<file path="config.mk">
export PLATFORM = sky130hd
export DESIGN_NAME = instr_sequencer
export DESIGN_NICKNAME = d
export VERILOG_FILES = /design/src/rtl/instr_sequencer.sv
export SDC_FILE = /design/constraint.sdc
export NUM_CORES = 1
export LEC_CHECK = 0
export CAP_MARGIN = 20
export CORE_MARGIN = 1
export CORE_UTILIZATION = 55
export DETAILED_ROUTE_END_ITERATION = 6
export PLACE_DENSITY = 0.73
export SLEW_MARGIN = 20
export SYNTH_ARGS = -nofsm -noshare
export SYNTH_HDL_FRONTEND = slang
export SYNTH_SLANG_ARGS = --single-unit
export TNS_END_PERCENT = 5
</file>
<file path="constraint.sdc">
create_clock -name clk -period 5.06 [get_ports clk]
set_clock_uncertainty 0.1 [all_clocks]
set_input_delay 1.012 -clock clk [delete_from_list [all_inputs] [get_ports clk]]
set_output_delay 1.012 -clock clk [all_outputs]
set_load 0.03 [all_outputs]
</file>
<file path="src/rtl/instr_sequencer.sv">
`default_nettype none
// ============================================================================
// Module      : instr_sequencer
// Description : Two-byte instruction store with playback. Loads program bytes
//               in IDLE and issues one stored word per cycle in RUN.
// Revision    : 1.0 - initial release
// ============================================================================
module instr_sequencer #(
    parameter int DEPTH = 16,
    parameter int AW    = 4
) (
    input  logic          clk,
    input  logic          rst,
    input  logic          load_valid,
    input  logic [7:0]    load_byte,
    output logic          load_ready,
    input  logic          clear,
    input  logic          start,
    input  logic          stop,
    input  logic          loop_en,
    output logic [7:0]    inst_hi,
    output logic [7:0]    inst_lo,
    output logic          inst_valid,
    output logic          busy,
    output logic [AW:0]   prog_len,
    output logic          done,
    output logic          err
);

    localparam logic [7:0]  C_NOP_HI  = 8'hF0;
    localparam logic [7:0]  C_NOP_LO  = 8'h00;
    localparam logic [AW:0] C_LEN_MAX = (AW+1)'(DEPTH);

    typedef enum logic [0:0] {
        S_IDLE = 1'b0,
        S_RUN  = 1'b1
    } state_t;

    state_t         state_q, state_d;
    logic [AW-1:0]  pc_q, pc_d;
    logic [AW:0]    len_q, len_d;
    logic           half_q, half_d;
    logic [7:0]     stage_q, stage_d;
    logic [7:0]     hi_q, hi_d;
    logic [7:0]     lo_q, lo_d;
    logic           valid_q, valid_d;
    logic           busy_q, busy_d;
    logic           done_q, done_d;
    logic           err_q, err_d;
    logic           w_mem_we;
    logic           w_last;
    logic [15:0]    mem_q [DEPTH];

    assign load_ready = (state_q == S_IDLE) && (len_q < C_LEN_MAX) && !start && !clear;
    assign w_last     = ({1'b0, pc_q} == (len_q - 1'b1));

    assign inst_hi    = hi_q;
    assign inst_lo    = lo_q;
    assign inst_valid = valid_q;
    assign busy       = busy_q;
    assign prog_len   = len_q;
    assign done       = done_q;
    assign err        = err_q;

    always_comb begin
        state_d  = state_q;
        pc_d     = pc_q;
        len_d    = len_q;
        half_d   = half_q;
        stage_d  = stage_q;
        hi_d     = C_NOP_HI;
        lo_d     = C_NOP_LO;
        valid_d  = 1'b0;
        done_d   = 1'b0;
        err_d    = 1'b0;
        w_mem_we = 1'b0;

        case (state_q)
            S_IDLE: begin
                if (clear) begin
                    len_d  = '0;
                    half_d = 1'b0;
                end else if (start) begin
                    // A half-loaded instruction or an empty store cannot run
                    if ((len_q == '0) || half_q) begin
                        err_d = 1'b1;
                    end else begin
                        state_d = S_RUN;
                        pc_d    = '0;
                    end
                end else if (load_valid && load_ready) begin
                    if (!half_q) begin
                        stage_d = load_byte;
                        half_d  = 1'b1;
                    end else begin
                        w_mem_we = 1'b1;
                        len_d    = len_q + 1'b1;
                        half_d   = 1'b0;
                    end
                end
            end
            S_RUN: begin
                if (stop) begin
                    state_d = S_IDLE;
                    pc_d    = '0;
                end else begin
                    hi_d    = mem_q[pc_q][15:8];
                    lo_d    = mem_q[pc_q][7:0];
                    valid_d = 1'b1;
                    if (w_last) begin
                        pc_d = '0;
                        if (!loop_en) begin
                            done_d  = 1'b1;
                            state_d = S_IDLE;
                        end
                    end else begin
                        pc_d = pc_q + 1'b1;
                    end
                end
            end
            default: begin
                state_d = S_IDLE;
            end
        endcase

        busy_d = (state_d == S_RUN);
    end

    always_ff @(posedge clk or posedge rst) begin
        if (rst) begin
            state_q <= S_IDLE;
            pc_q    <= '0;
            len_q   <= '0;
            half_q  <= 1'b0;
            stage_q <= '0;
            hi_q    <= C_NOP_HI;
            lo_q    <= C_NOP_LO;
            valid_q <= 1'b0;
            busy_q  <= 1'b0;
            done_q  <= 1'b0;
            err_q   <= 1'b0;
        end else begin
            state_q <= state_d;
            pc_q    <= pc_d;
            len_q   <= len_d;
            half_q  <= half_d;
            stage_q <= stage_d;
            hi_q    <= hi_d;
            lo_q    <= lo_d;
            valid_q <= valid_d;
            busy_q  <= busy_d;
            done_q  <= done_d;
            err_q   <= err_d;
        end
    end

    // Store contents survive reset and clear; only prog_len bounds what is played
    always_ff @(posedge clk) begin
        if (w_mem_we) begin
            mem_q[len_q[AW-1:0]] <= {stage_q, load_byte};
        end
    end

endmodule
`default_nettype wire
</file>
# After elaboration in Yosys (flattened, before gate mapping)
# Memories as Yosys holds them, arrays and structs flattened.
# Index checks and enable logic that the tools add are counted.
[totals]
n_memories = 1
inputBits = 15
out_inout_bits = 26
ramBits = 256
ff_bits = 38
[op_classes]
eq_ne = 5
add_sub_neg = 3
muxes = 42
n_reduce_logical = 14
magnitude_cmp = 1
n_bitwise = 4
[mem_list]
columns = ["name", "depth", "width", "read_ports", "rd_clocked_by_memory_dff", "write_ports", "line_no", "source"]
rows = [
  ["mem_q", 16, 16, 1, 0, 1, "52", "logic [15:0] mem_q [DEPTH];"],
]
[op_table]
columns = ["op", "n"]
rows = [
  ["8-bit two-way mux", 4],
  ["1-bit two-way mux", 27],
  ["4-bit two-way mux", 5],
  ["5-bit two-way mux", 4],
  ["2-bit != test (second input constant)", 4],
  ["4-bit one-hot mux with 2 select lines", 1],
  ["3-bit AND reduction", 2],
  ["5-bit by 1-bit adder with 5-bit output (second input constant)", 1],
  ["4-bit by 5-bit equality test with 1-bit output", 1],
  ["5-bit logical NOT", 1],
  ["5-bit less-than comparator (second input constant)", 1],
  ["5-bit AND reduction", 1],
  ["5-bit by 1-bit subtractor with 5-bit output (second input constant)", 1],
  ["4-bit by 1-bit adder with 4-bit output (second input constant)", 1],
  ["1-bit logical AND", 4],
  ["1-bit inverter", 4],
  ["4-bit AND reduction", 1],
  ["2-bit nonzero test", 2],
  ["1-bit logical NOT", 2],
  ["1-bit one-hot mux with 2 select lines", 1],
  ["1-bit logical OR", 1],
]

# Longest topological paths before layout
[logic_depth]
ltp_word = 11
mapped_depth = 9
ltp_nobuf = 7

# Least setup slack after synthesis
# No wires, ideal clock.
[synth_path]
path_type = "input-to-output"
from = "input port clear"
to = "output port load_ready"
arrival_ns = 2.003
stages = 1
setup_slack_ns = 1.945
t_required_ns = 3.948
cell_sequence = "nor4_1"
[synth_via]
elab_chain_cells = 2
[synth_lines]
columns = ["element", "line_no", "source"]
rows = [
  ["start, declared", "17", "input logic clear,"],
  ["1-bit logical NOT", "54", "assign load_ready = (state_q == S_IDLE) && (len_q < C_LEN_MAX) && !start && !clear;"],
  ["1-bit logical AND", "54", ""],
  ["end, declared", "16", "output logic load_ready,"],
]
# No other way between the ends.

# Final worst setup path
[layout_path]
from = "input port start"
to = "memory mem_q[5][9] (enable)"
[layout_via]
elab_chain_cells = 10
[layout_lines]
columns = ["element", "line_no", "source"]
rows = [
  ["start, declared", "18", "input logic start,"],
  ["1-bit logical NOT", "54", ""],
  ["1-bit logical AND (2 in series)", "54", ""],
  ["1-bit logical AND", "91", "end else if (load_valid && load_ready) begin"],
  ["1-bit two-way mux", "91", ""],
  ["1-bit two-way mux (*)", "83", "end else if (start) begin"],
  ["1-bit two-way mux (*)", "80", "if (clear) begin"],
  ["1-bit two-way mux (*)", "78", "case (state_q)"],
  ["1-bit two-way mux (*)", "159", "if (w_mem_we) begin"],
  ["1-bit two-way mux (implied by the code) (*)", "160", "mem_q[len_q[AW-1:0]] <= {stage_q, load_byte};"],
  ["end, declared", "52", ""],
]
# Every way passes the cells marked *; elsewhere a longest branch is shown, timed or not.

==> out/qor.txt <==
status = finished, final reports clean
# DRC = 0
FILL cells = 1292
Worst Hold Depth = 1
IO Pins = 41
Syn Std Cell Area = 0.0114 mm2
R2R setup slack = 1850 ps
Crit path largest cell delay = 850 ps
Buf+Inv Stages, Crit Path = 1
Die Y = 146 um
FF-to-FF Start = prog_len[4]
die area = 0.0212 mm2
XOR/XNOR Fraction of Synth Area = 0.617%
worst vdd ir = 322 uV
crit path launch = start
Hold Vio Cnt, Final = 0
HP Start = half_q
largest net degree at the start of global routing = 44
Rows = 52
Initial DRT Pass Iterations = 5
Synth Area in Simple Gates = 3.18%
worst skew pair latency = 540 ps
RSZ-0062 raised after global routing = false
GRT Resource Usage Total = 23.6%
Final min period = 3670 ps
commonest non-fill, non-tap cells in the layout = edfxtp_1 (256), mux4_2 (76), clkdlybuf4s50_1 (40)
Crit path max-delay family = simple AND/OR/NAND/NOR gates
Final Net Count = 597
static leakage = 0.00414 uW
GRT overflow = 0
initial antenna violation count = 1
clk sinks = 294
DP HPWL = 15100 um
Die Width = 146 um
post-route clock period utilization = 72.5%
CORE AREA = 0.0202 mm2
routed vias/inst = 6.23
setup TNS = 0 ps
multiplexer area fraction after synthesis = 16.9%
Hold Path Class = register to register
Max Cap Viol = 0
H-Tree Depth = 1
yosys warns = 0
DR vias = 5413
CP Launch Type = input port
Worst Path Arrival = 3720 ps
pre-CTS setup slack = 899 ps
worst path required time = 5110 ps
Iter 0 DRT Violations = 504
commonest non-fill, non-tap cell in the layout = edfxtp_1
adder-cell share of the synthesized area = 0.551%
Max Freq = 0.273 GHz
RePlAce Congestion = 0.824
syn nets = 548
CTS Buf Count = 28
Worst-Margin Slew = 1180 ps
final total power = 5700 uW
Final setup viols = 0
CP max FO = 16
CTS max path bufs = 3
Worst Setup Path Type = input port to register
Slew Limit Fails = 0
Post-CTS Hold Fix Bufs = 0
Cell Pwr Density = 439 mW/mm2
I/O Buffers = 40
first-pass GRT wire length = 35900 um
slowest CP cell = nor2_2
CTS tree = yes
Worst setup EP type = register
Relative slew margins = 21.5%
Cells after Synth = 528
Syn Area/Cell = 21.5 um2
hold path endpoint = busy
share of cells above drive strength 1 = 27.4%
FF-to-FF path depth = 4
clk slew on worst S/H paths = 60 ps
compound-gate portion of the synthesized area = 1.07%
Seq/Total Area, Yosys = 76.1%
post-CTS resize count = 0
Routed Antenna Nets = 0
main combinational cell family by area after synthesis = multiplexers
Final WS setup = 1390 ps
WL per Instance = 27.8 um
Root Buffer = clkbuf_16
fin util = 64.1%
CP cell instances = clkdlybuf4s50_1 > nand4bb_1 > nor3_1 > nand2_1 > nor2_2
synthesis-stage register bit count = 294
Layout area overhead = 14.3%
Setup Buffers After CTS = 0
vias in the first global route = 5461
count of cell types in the netlist = 36
Initial Util = 56.1%
diode count = 0
final wirelength = 24200 um
reg2reg end = mem_q[5][9]
[cell type report]
| class | instances | area [um2] | area share (%) |
|---|---|---|---|
| Clock buffer | 29 | 726 | 5.59 |
| Clock inverter | 23 | 239 | 1.84 |
| Inverter | 6 | 22.5 | 0.174 |
| Multi-Input combinational cell | 203 | 2570 | 19.8 |
| Sequential cell | 294 | 8650 | 66.6 |
| Tap cell | 270 | 338 | 2.60 |
| Timing Repair Buffer | 44 | 430 | 3.32 |
[cells in the mapped netlist, drive strengths merged]
cell / instances / area share [%]
ha: 5 / 0.55
xor2: 5 / 0.39
dfstp: 4 / 0.93
nand4bb: 1 / 0.099
o32ai: 1 / 0.077
o2111ai: 1 / 0.077
or2: 1 / 0.055
a41oi: 1 / 0.077
nor2: 26 / 0.86
nor3: 4 / 0.18
a21oi: 3 / 0.13
edfxtp: 256 / 68
a31oi: 2 / 0.11
buf: 15 / 1.0
a22o: 2 / 0.15
nand2b: 5 / 0.28
nor4b: 1 / 0.077
a21o: 1 / 0.066
mux4: 76 / 15
dfrtp: 34 / 7.5
nor4: 1 / 0.055
o21ai: 7 / 0.31
nand3b: 1 / 0.066
xnor2: 3 / 0.23
and2: 13 / 0.72
inv: 6 / 0.20
nand3: 4 / 0.18
mux2i: 5 / 0.44
o31ai: 1 / 0.066
clkbuf: 10 / 0.34
nand2: 19 / 0.63
mux2: 14 / 1.4
[worst max path at each step]
stage / endpoint / slack, ps / cells after the start
floorplan: load_ready / 1940 / 1
global placement: mem_q[7][1] / 1040 / 5
detailed placement: mem_q[7][10] / 900 / 5
CTS: load_ready / 1440 / 3
global route: mem_q[4][9] / 1300 / 5
finish: mem_q[5][9] / 1390 / 5
[cell families after synthesis]
| group | count (synthesis) |
|---|---|
| AOI/OAI and AO/OA | 19 |
| muxes | 95 |
| buffers and inverters | 31 |
| DFF | 294 |
| adders and majority gates | 5 |
| xor gates and xnor gates | 8 |
| and+or+nand+nor | 76 |
[through the flow]
step	instances	area, um2	hold slack [ps]
global placement	817	12000	462
finish	869	13000	515
CTS	869	13000	497
detailed placement	817	12000	476
global route	869	13000	545
floorplan	528	11400	434
[where the power goes]
group / leakage [uW] / internal (uW) / switching, uW
Combinational: 0.000888 / 367 / 274
Sequential: 0.00280 / 2730 / 179
Clock: 0.000456 / 1250 / 894
Total: 0.00414 / 4350 / 1350
[flip-flops by register name (all words and copies together) (netlist names)]
register and flops:
busy 1, done 1, err 1, half_q 1
inst_hi 8, inst_lo 8, inst_valid 1, mem_q 256
pc_q 4, prog_len 5, stage_q 8
[per-layer routing]
| metal | vias up | track usage [%] | wire length [um] |
|---|---|---|---|
| li1 | 2246 | - | - |
| met1 | 2872 | 34.1 | 9820 |
| met2 | 251 | 38.2 | 12000 |
| met3 | 42 | 4.17 | 1840 |
| met4 | 2 | 5.63 | 503 |
| met5 | - | 0 | 13 |
No activity file was read; power rests on OpenSTA's default activity.
